`src/rtl/rs_chien_search_if.sv`:
```
// Chien search request/result bundle: locator polynomial in, root positions out.
// Request is a single start pulse; results are registered by the search block.
// No backpressure: roots stream out one position per clock while busy.
interface rs_chien_search_if #(
  parameter int T = 8
);
  logic                   start;
  logic [8*(T+1)-1:0]     lambda;
  logic [7:0]             lambda_deg;
  logic                   busy;
  logic                   err_valid;
  logic [7:0]             err_idx;
  logic [7:0]             err_cnt;
  logic                   done;
  logic                   fail;

  modport master (
    output start, lambda, lambda_deg,
    input  busy, err_valid, err_idx, err_cnt, done, fail
  );

  modport slave (
    input  start, lambda, lambda_deg,
    output busy, err_valid, err_idx, err_cnt, done, fail
  );
endinterface

```
`src/rtl/rs_chien_search.sv`:
```
// Sequential GF(256) Chien search: flags every codeword position p where lambda(alpha^-p) == 0.
// Latency: N+1 cycles from accepted start to done; one position evaluated per clock.
// No backpressure: start is ignored while busy, results are emitted unconditionally.
module rs_chien_search #(
  parameter int N = 255,
  parameter int T = 8
) (
  input logic             clk,
  input logic             rst,
  rs_chien_search_if.slave bus
);

  // Exponent offset that moves the first evaluation point to alpha^-(N-1).
  localparam int SHIFT = (256 - N) % 255;

  typedef enum logic {
    IDLE   = 1'b0,
    SEARCH = 1'b1
  } state_t;

  // Polynomial product reduced modulo x^8+x^4+x^3+x^2+1.
  function automatic logic [7:0] gf_mul(input logic [7:0] a, input logic [7:0] b);
    logic [7:0] acc;
    logic [7:0] x;
    acc = 8'h00;
    x   = a;
    for (int i = 0; i < 8; i++) begin
      if (b[i]) acc = acc ^ x;
      x = {x[6:0], 1'b0} ^ (x[7] ? 8'h1D : 8'h00);
    end
    return acc;
  endfunction

  // alpha^e, only used to build elaboration-time constants.
  function automatic logic [7:0] gf_pow(input int e);
    logic [7:0] x;
    x = 8'h01;
    for (int i = 0; i < e; i++) begin
      x = {x[6:0], 1'b0} ^ (x[7] ? 8'h1D : 8'h00);
    end
    return x;
  endfunction

  state_t     state;
  logic [7:0] r     [0:T];
  logic [7:0] load  [0:T];
  logic [7:0] step  [0:T];
  logic [7:0] pos;
  logic [7:0] deg;
  logic [7:0] cnt;
  logic [7:0] idx;
  logic       busy;
  logic       err_valid;
  logic       done;
  logic       fail;
  logic [7:0] sum;
  logic       hit;
  logic [7:0] cnt_next;

  // Per-term constant multipliers: load scaling and per-position step alpha^j.
  for (genvar j = 0; j <= T; j++) begin : g_term
    localparam logic [7:0] INIT_C = gf_pow((j * SHIFT) % 255);
    localparam logic [7:0] STEP_C = gf_pow(j % 255);
    assign load[j] = gf_mul(bus.lambda[8*j +: 8], INIT_C);
    assign step[j] = gf_mul(r[j], STEP_C);
  end

  // Evaluate lambda at the current point: sum of all running terms.
  always_comb begin
    sum = 8'h00;
    for (int j = 0; j <= T; j++) begin
      sum = sum ^ r[j];
    end
  end

  assign hit      = (sum == 8'h00);
  assign cnt_next = cnt + {7'd0, hit};

  // Search sequencer: load on start, step one position per clock, report at the end.
  always_ff @(posedge clk) begin
    if (rst) begin
      state     <= IDLE;
      pos       <= 8'h00;
      deg       <= 8'h00;
      cnt       <= 8'h00;
      idx       <= 8'h00;
      busy      <= 1'b0;
      err_valid <= 1'b0;
      done      <= 1'b0;
      fail      <= 1'b0;
      for (int j = 0; j <= T; j++) begin
        r[j] <= 8'h00;
      end
    end else begin
      err_valid <= 1'b0;
      done      <= 1'b0;
      case (state)
        IDLE: begin
          if (bus.start) begin
            r     <= load;
            pos   <= 8'(N - 1);
            cnt   <= 8'h00;
            deg   <= bus.lambda_deg;
            fail  <= 1'b0;
            busy  <= 1'b1;
            state <= SEARCH;
          end
        end
        SEARCH: begin
          err_valid <= hit;
          if (hit) begin
            idx <= pos;
            cnt <= cnt_next;
          end
          r   <= step;
          pos <= pos - 8'd1;
          if (pos == 8'h00) begin
            state <= IDLE;
            busy  <= 1'b0;
            done  <= 1'b1;
            // A correctable pattern has exactly deg roots and deg within capacity.
            fail  <= (cnt_next != deg) || (deg > 8'(T));
          end
        end
        default: state <= IDLE;
      endcase
    end
  end

  assign bus.busy      = busy;
  assign bus.err_valid = err_valid;
  assign bus.err_idx   = idx;
  assign bus.err_cnt   = cnt;
  assign bus.done      = done;
  assign bus.fail      = fail;

endmodule
```
`src/flat_wrapper.sv`:
```
// flat-port wrapper written by rule: the top's interface ports become plain ports
module rs_chien_search_flat 
#(
  parameter int N = 255,
  parameter int T = 8
)
  (clk, rst, bus_start, bus_lambda, bus_lambda_deg, bus_busy, bus_err_valid, bus_err_idx, bus_err_cnt, bus_done, bus_fail);
  rs_chien_search_if #(.T(T)) bus_i ();
  input logic clk;
  input logic rst;
  input wire logic [$bits(bus_i.start)-1:0] bus_start;
  input wire logic [$bits(bus_i.lambda)-1:0] bus_lambda;
  input wire logic [$bits(bus_i.lambda_deg)-1:0] bus_lambda_deg;
  output wire logic [$bits(bus_i.busy)-1:0] bus_busy;
  output wire logic [$bits(bus_i.err_valid)-1:0] bus_err_valid;
  output wire logic [$bits(bus_i.err_idx)-1:0] bus_err_idx;
  output wire logic [$bits(bus_i.err_cnt)-1:0] bus_err_cnt;
  output wire logic [$bits(bus_i.done)-1:0] bus_done;
  output wire logic [$bits(bus_i.fail)-1:0] bus_fail;
  assign bus_i.start = bus_start;
  assign bus_i.lambda = bus_lambda;
  assign bus_i.lambda_deg = bus_lambda_deg;
  assign bus_busy = bus_i.busy;
  assign bus_err_valid = bus_i.err_valid;
  assign bus_err_idx = bus_i.err_idx;
  assign bus_err_cnt = bus_i.err_cnt;
  assign bus_done = bus_i.done;
  assign bus_fail = bus_i.fail;
  rs_chien_search #(.N(N), .T(T)) u_core (.clk(clk), .rst(rst), .bus(bus_i));
endmodule
```
`config.mk`:
```
export PLATFORM = sky130hd
export DESIGN_NAME = rs_chien_search_flat
export DESIGN_NICKNAME = d
export VERILOG_FILES = /design/src/rtl/rs_chien_search_if.sv /design/src/rtl/rs_chien_search.sv /design/src/flat_wrapper.sv
export SDC_FILE = /design/constraint.sdc
export NUM_CORES = 1
export LEC_CHECK = 0
export BUFFER_PORTS_ARGS = -buffer_cell sky130_fd_sc_hd__buf_2
export CORE_UTILIZATION = 63
export CTS_CLUSTER_SIZE = 28
export DETAILED_ROUTE_END_ITERATION = 10
export MAX_ROUTING_LAYER = met4
export PLACE_DENSITY = 0.9
export SLEW_MARGIN = 20
export SYNTH_ARGS = -nofsm -noshare
export SYNTH_HDL_FRONTEND = slang
export SYNTH_SLANG_ARGS = --single-unit
```
`constraint.sdc`:
```
create_clock -name clk -period 8.5 [get_ports clk]
set_clock_uncertainty 0.2 [all_clocks]
set_input_delay 0.425 -clock clk [delete_from_list [all_inputs] [get_ports clk]]
set_output_delay 0.425 -clock clk [all_outputs]
set_load 0.005 [all_outputs]
```
==> impl_metrics.json <==
{
  "status": "finished clean",
  "io_pins": 103,
  "holdWs_ns": 0.0619,
  "synth_nets": 898,
  "clock-root-buffer": "clkbuf_8",
  "overflow": 0,
  "worstSetupPathType": "reg2reg",
  "synth-async-reset-ratio_pct": 0,
  "core_area_mm2": 0.0109,
  "grt_usage_pct": 28.6,
  "yosys.cell_count.top_type": "xnor2_1",
  "row_count": 38,
  "first_global_vias": 5317,
  "synth.distinct_cells": 50,
  "synth_seq_cells": 109,
  "cts_buffers": 9,
  "synthFlopType": "dfxtp_1",
  "hp-class": "in2reg",
  "cts_tree": "built",
  "routedWlPerCell_um": 15.6,
  "worstMarginPinSlew_ns": 0.967,
  "leakage_uw": 0.00296,
  "viasPerCell": 5.69,
  "cts_resized": 0,
  "cts_max_level": 3,
  "relSlewSlack_pct": 35.3,
  "cts_setup_buffers": 0,
  "synthTopCellsByArea": "dfxtp_1 31%, xnor2_1 23%, a211oi_1 7.6%",
  "hpwl_um": 11000,
  "period_needed_ns": 3.43,
  "setup_viol": 0,
  "max_freq_mhz": 291,
  "route.vias.total": 5699,
  "synth_top_cell_area_share_pct": 30.8,
  "power_density_mw_per_mm2": 201,
  "cp.required_ns": 8.56,
  "fillers": 827,
  "hold_viol": 0,
  "maxCapViolCount": 0,
  "path_clk_slew_ns": 0.10,
  "fin_setup_tns_ns": 0,
  "drtIter0Drc": 361,
  "synth-edff-count": 0,
  "antenna_left": 0,
  "avgSynthCellArea_um2": 8.75,
  "portBuffers": 102,
  "final_nets": 944,
  "drive_gt1_share_pct": 15.8,
  "cp_cell_sequence": "xor2_1, xnor3_1, xnor2_1, nand4_2, nor2_1, ha_1, ha_1, nand3_1, xnor2_1, nor4_1, o2111ai_1, o31ai_1, a21oi_1",
  "yosys_warnings": 0,
  "worstPathArrival_ns": 3.50,
  "clockBufferDepth": 2,
  "dr.pass1.iters": 6,
  "grt_pass1_wl_um": 25400,
  "irDropWorstVdd_v": 0.000108,
  "cp-end-kind": "flop",
  "synth_common_cells": "188 x xnor2_1, 109 x dfxtp_1, 99 x nor2_1",
  "die_w_um": 108,
  "die_area_mm2": 0.0117,
  "postSynthCellCount": 811,
  "start_util_pct": 65.2,
  "clock-sinks": 109,
  "drv_slew": 0,
  "area_growth_pct": 8.38,
  "critical_path.max_fanout": 9,
  "insertion_delay_ns": 0.38,
  "gp_congestion": 0.878,
  "drc": 0,
  "start_kind": "flop",
  "crit_path_max_incr_delay_ns": 0.47,
  "synth_top_area_cell": "dfxtp_1",
  "synth-seq-area-share_pct": 30.8,
  "rsz0062_at_grt": "no",
  "grt_max_degree": 76,
  "cp_slowest_cell": "dfxtp_1",
  "die_h_um": 108,
  "antenna_found_initial": 0,
  "postCtsHoldBufs": 0,
  "totalWireLength_um": 15600,
  "antenna-diode-count": 0,
  "syn-cell-area_mm2": 0.00709,
  "post-route-period-util_pct": 40.4
}
worst max-delay path, delay by kind of cell (launching register included):
| family | cells | cell delay (ns) |
|---|---|---|
| adders and majority gates | 2 | 0.42 |
| AOI/OAI and AO/OA | 3 | 0.48 |
| and+or+nand+nor | 4 | 0.78 |
| xor gates and xnor gates | 4 | 0.97 |
| DFF | 1 | 0.47 |
final cells by class:
type / count / area, µm² / area share, %
multi-input cells: 621 / 4540 / 59.1
inverters: 8 / 30.0 / 0.391
flip-flops and latches: 109 / 2190 / 28.4
clock inverters: 3 / 26.3 / 0.342
clock buffers: 13 / 169 / 2.20
well taps: 140 / 175 / 2.28
repair buffers: 108 / 558 / 7.26
sequential cells by signal, summed over array words and instances (netlist names):
| name | flops |
|---|---|
| u_core.bus.err_cnt | 8 |
| u_core.bus.busy | 1 |
| u_core.bus.err_valid | 1 |
| u_core.state | 1 |
| u_core.bus.err_idx | 8 |
| u_core.pos | 8 |
| u_core.deg | 8 |
| u_core.bus.fail | 1 |
| u_core.r | 72 |
| u_core.bus.done | 1 |
power by group:
group / switching (µW) / internal, µW
Sequential: 82.6 / 560
Combinational: 284 / 307
Clock: 179 / 134
Total: 546 / 1000
routing by layer:
metal,global-route usage [%],up-vias,part of all wire (%)
met1,35.0,2676,44
li1,-,2829,-
met4,10.7,0,2.8
met5,-,-,0
met3,5.42,32,4.5
met2,46.5,162,49
placed cells by master (no fill, tap or decap), types with 2 or more instances in the layout:
cell type	Yosys	final
a221oi_1	2	2
a21oi_1	46	46
nand2b_1	21	21
nand3_1	3	3
nor3_1	9	9
nor2_1	99	98
a2111oi_0	2	2
nor2b_1	3	3
mux2_2	3	3
xnor3_1	7	7
or4_1	4	4
nand3b_1	2	2
buf_2	8	101
a311oi_1	5	5
inv_6	0	2
buf_4	3	7
clkbuf_8	5	12
nor3b_1	4	4
nor4_1	5	5
dfxtp_1	109	108
xor2_1	33	33
o22ai_1	2	2
xnor2_1	188	188
xnor2_2	3	3
o311ai_0	3	3
a211oi_1	72	72
ha_1	4	4
mux2i_1	36	36
nand2_1	45	45
inv_1	8	8
a31oi_1	3	3
stage by stage:
stage | power [µW] | worst slack, ns | cells | util, % | area [µm²]
global placement | 1220 | 5.19 | 986 | 68.8 | 7490
global route | 1630 | 4.76 | 1002 | 70.6 | 7690
detailed placement | 1240 | 5.10 | 986 | 68.8 | 7490
CTS | 1550 | 5.06 | 1002 | 70.6 | 7690
floorplan | 1130 | 5.42 | 811 | - | 7090
finish | 1550 | 5.07 | 1002 | 70.6 | 7690
kinds of logic (layout without fill, tap and decap cells):
| logic type | after synthesis | after routing | synth area share [%] |
|---|---|---|---|
| xor+xnor | 233 | 233 | 30.9 |
| simple gates | 205 | 205 | 13.4 |
| compound gates | 140 | 140 | 13.3 |
| flops | 109 | 109 | 30.8 |
| buf+inv | 81 | 132 | 5.31 |
| mux | 39 | 39 | 5.56 |
| fa+ha+maj | 4 | 4 | 0.705 |
final timing paths:
path	startpoint	end	slack, ns	depth (start not counted)
max	u_core.r[29]	u_core.bus.fail	5.07	13
min	bus_lambda_deg[5]	u_core.deg[5]	0.06	3
max reg2reg	u_core.r[29]	u_core.bus.fail	5.07	13
min reg2reg	u_core.deg[4]	u_core.deg[4]	0.26	2
(Power assumes the default switching activity.)
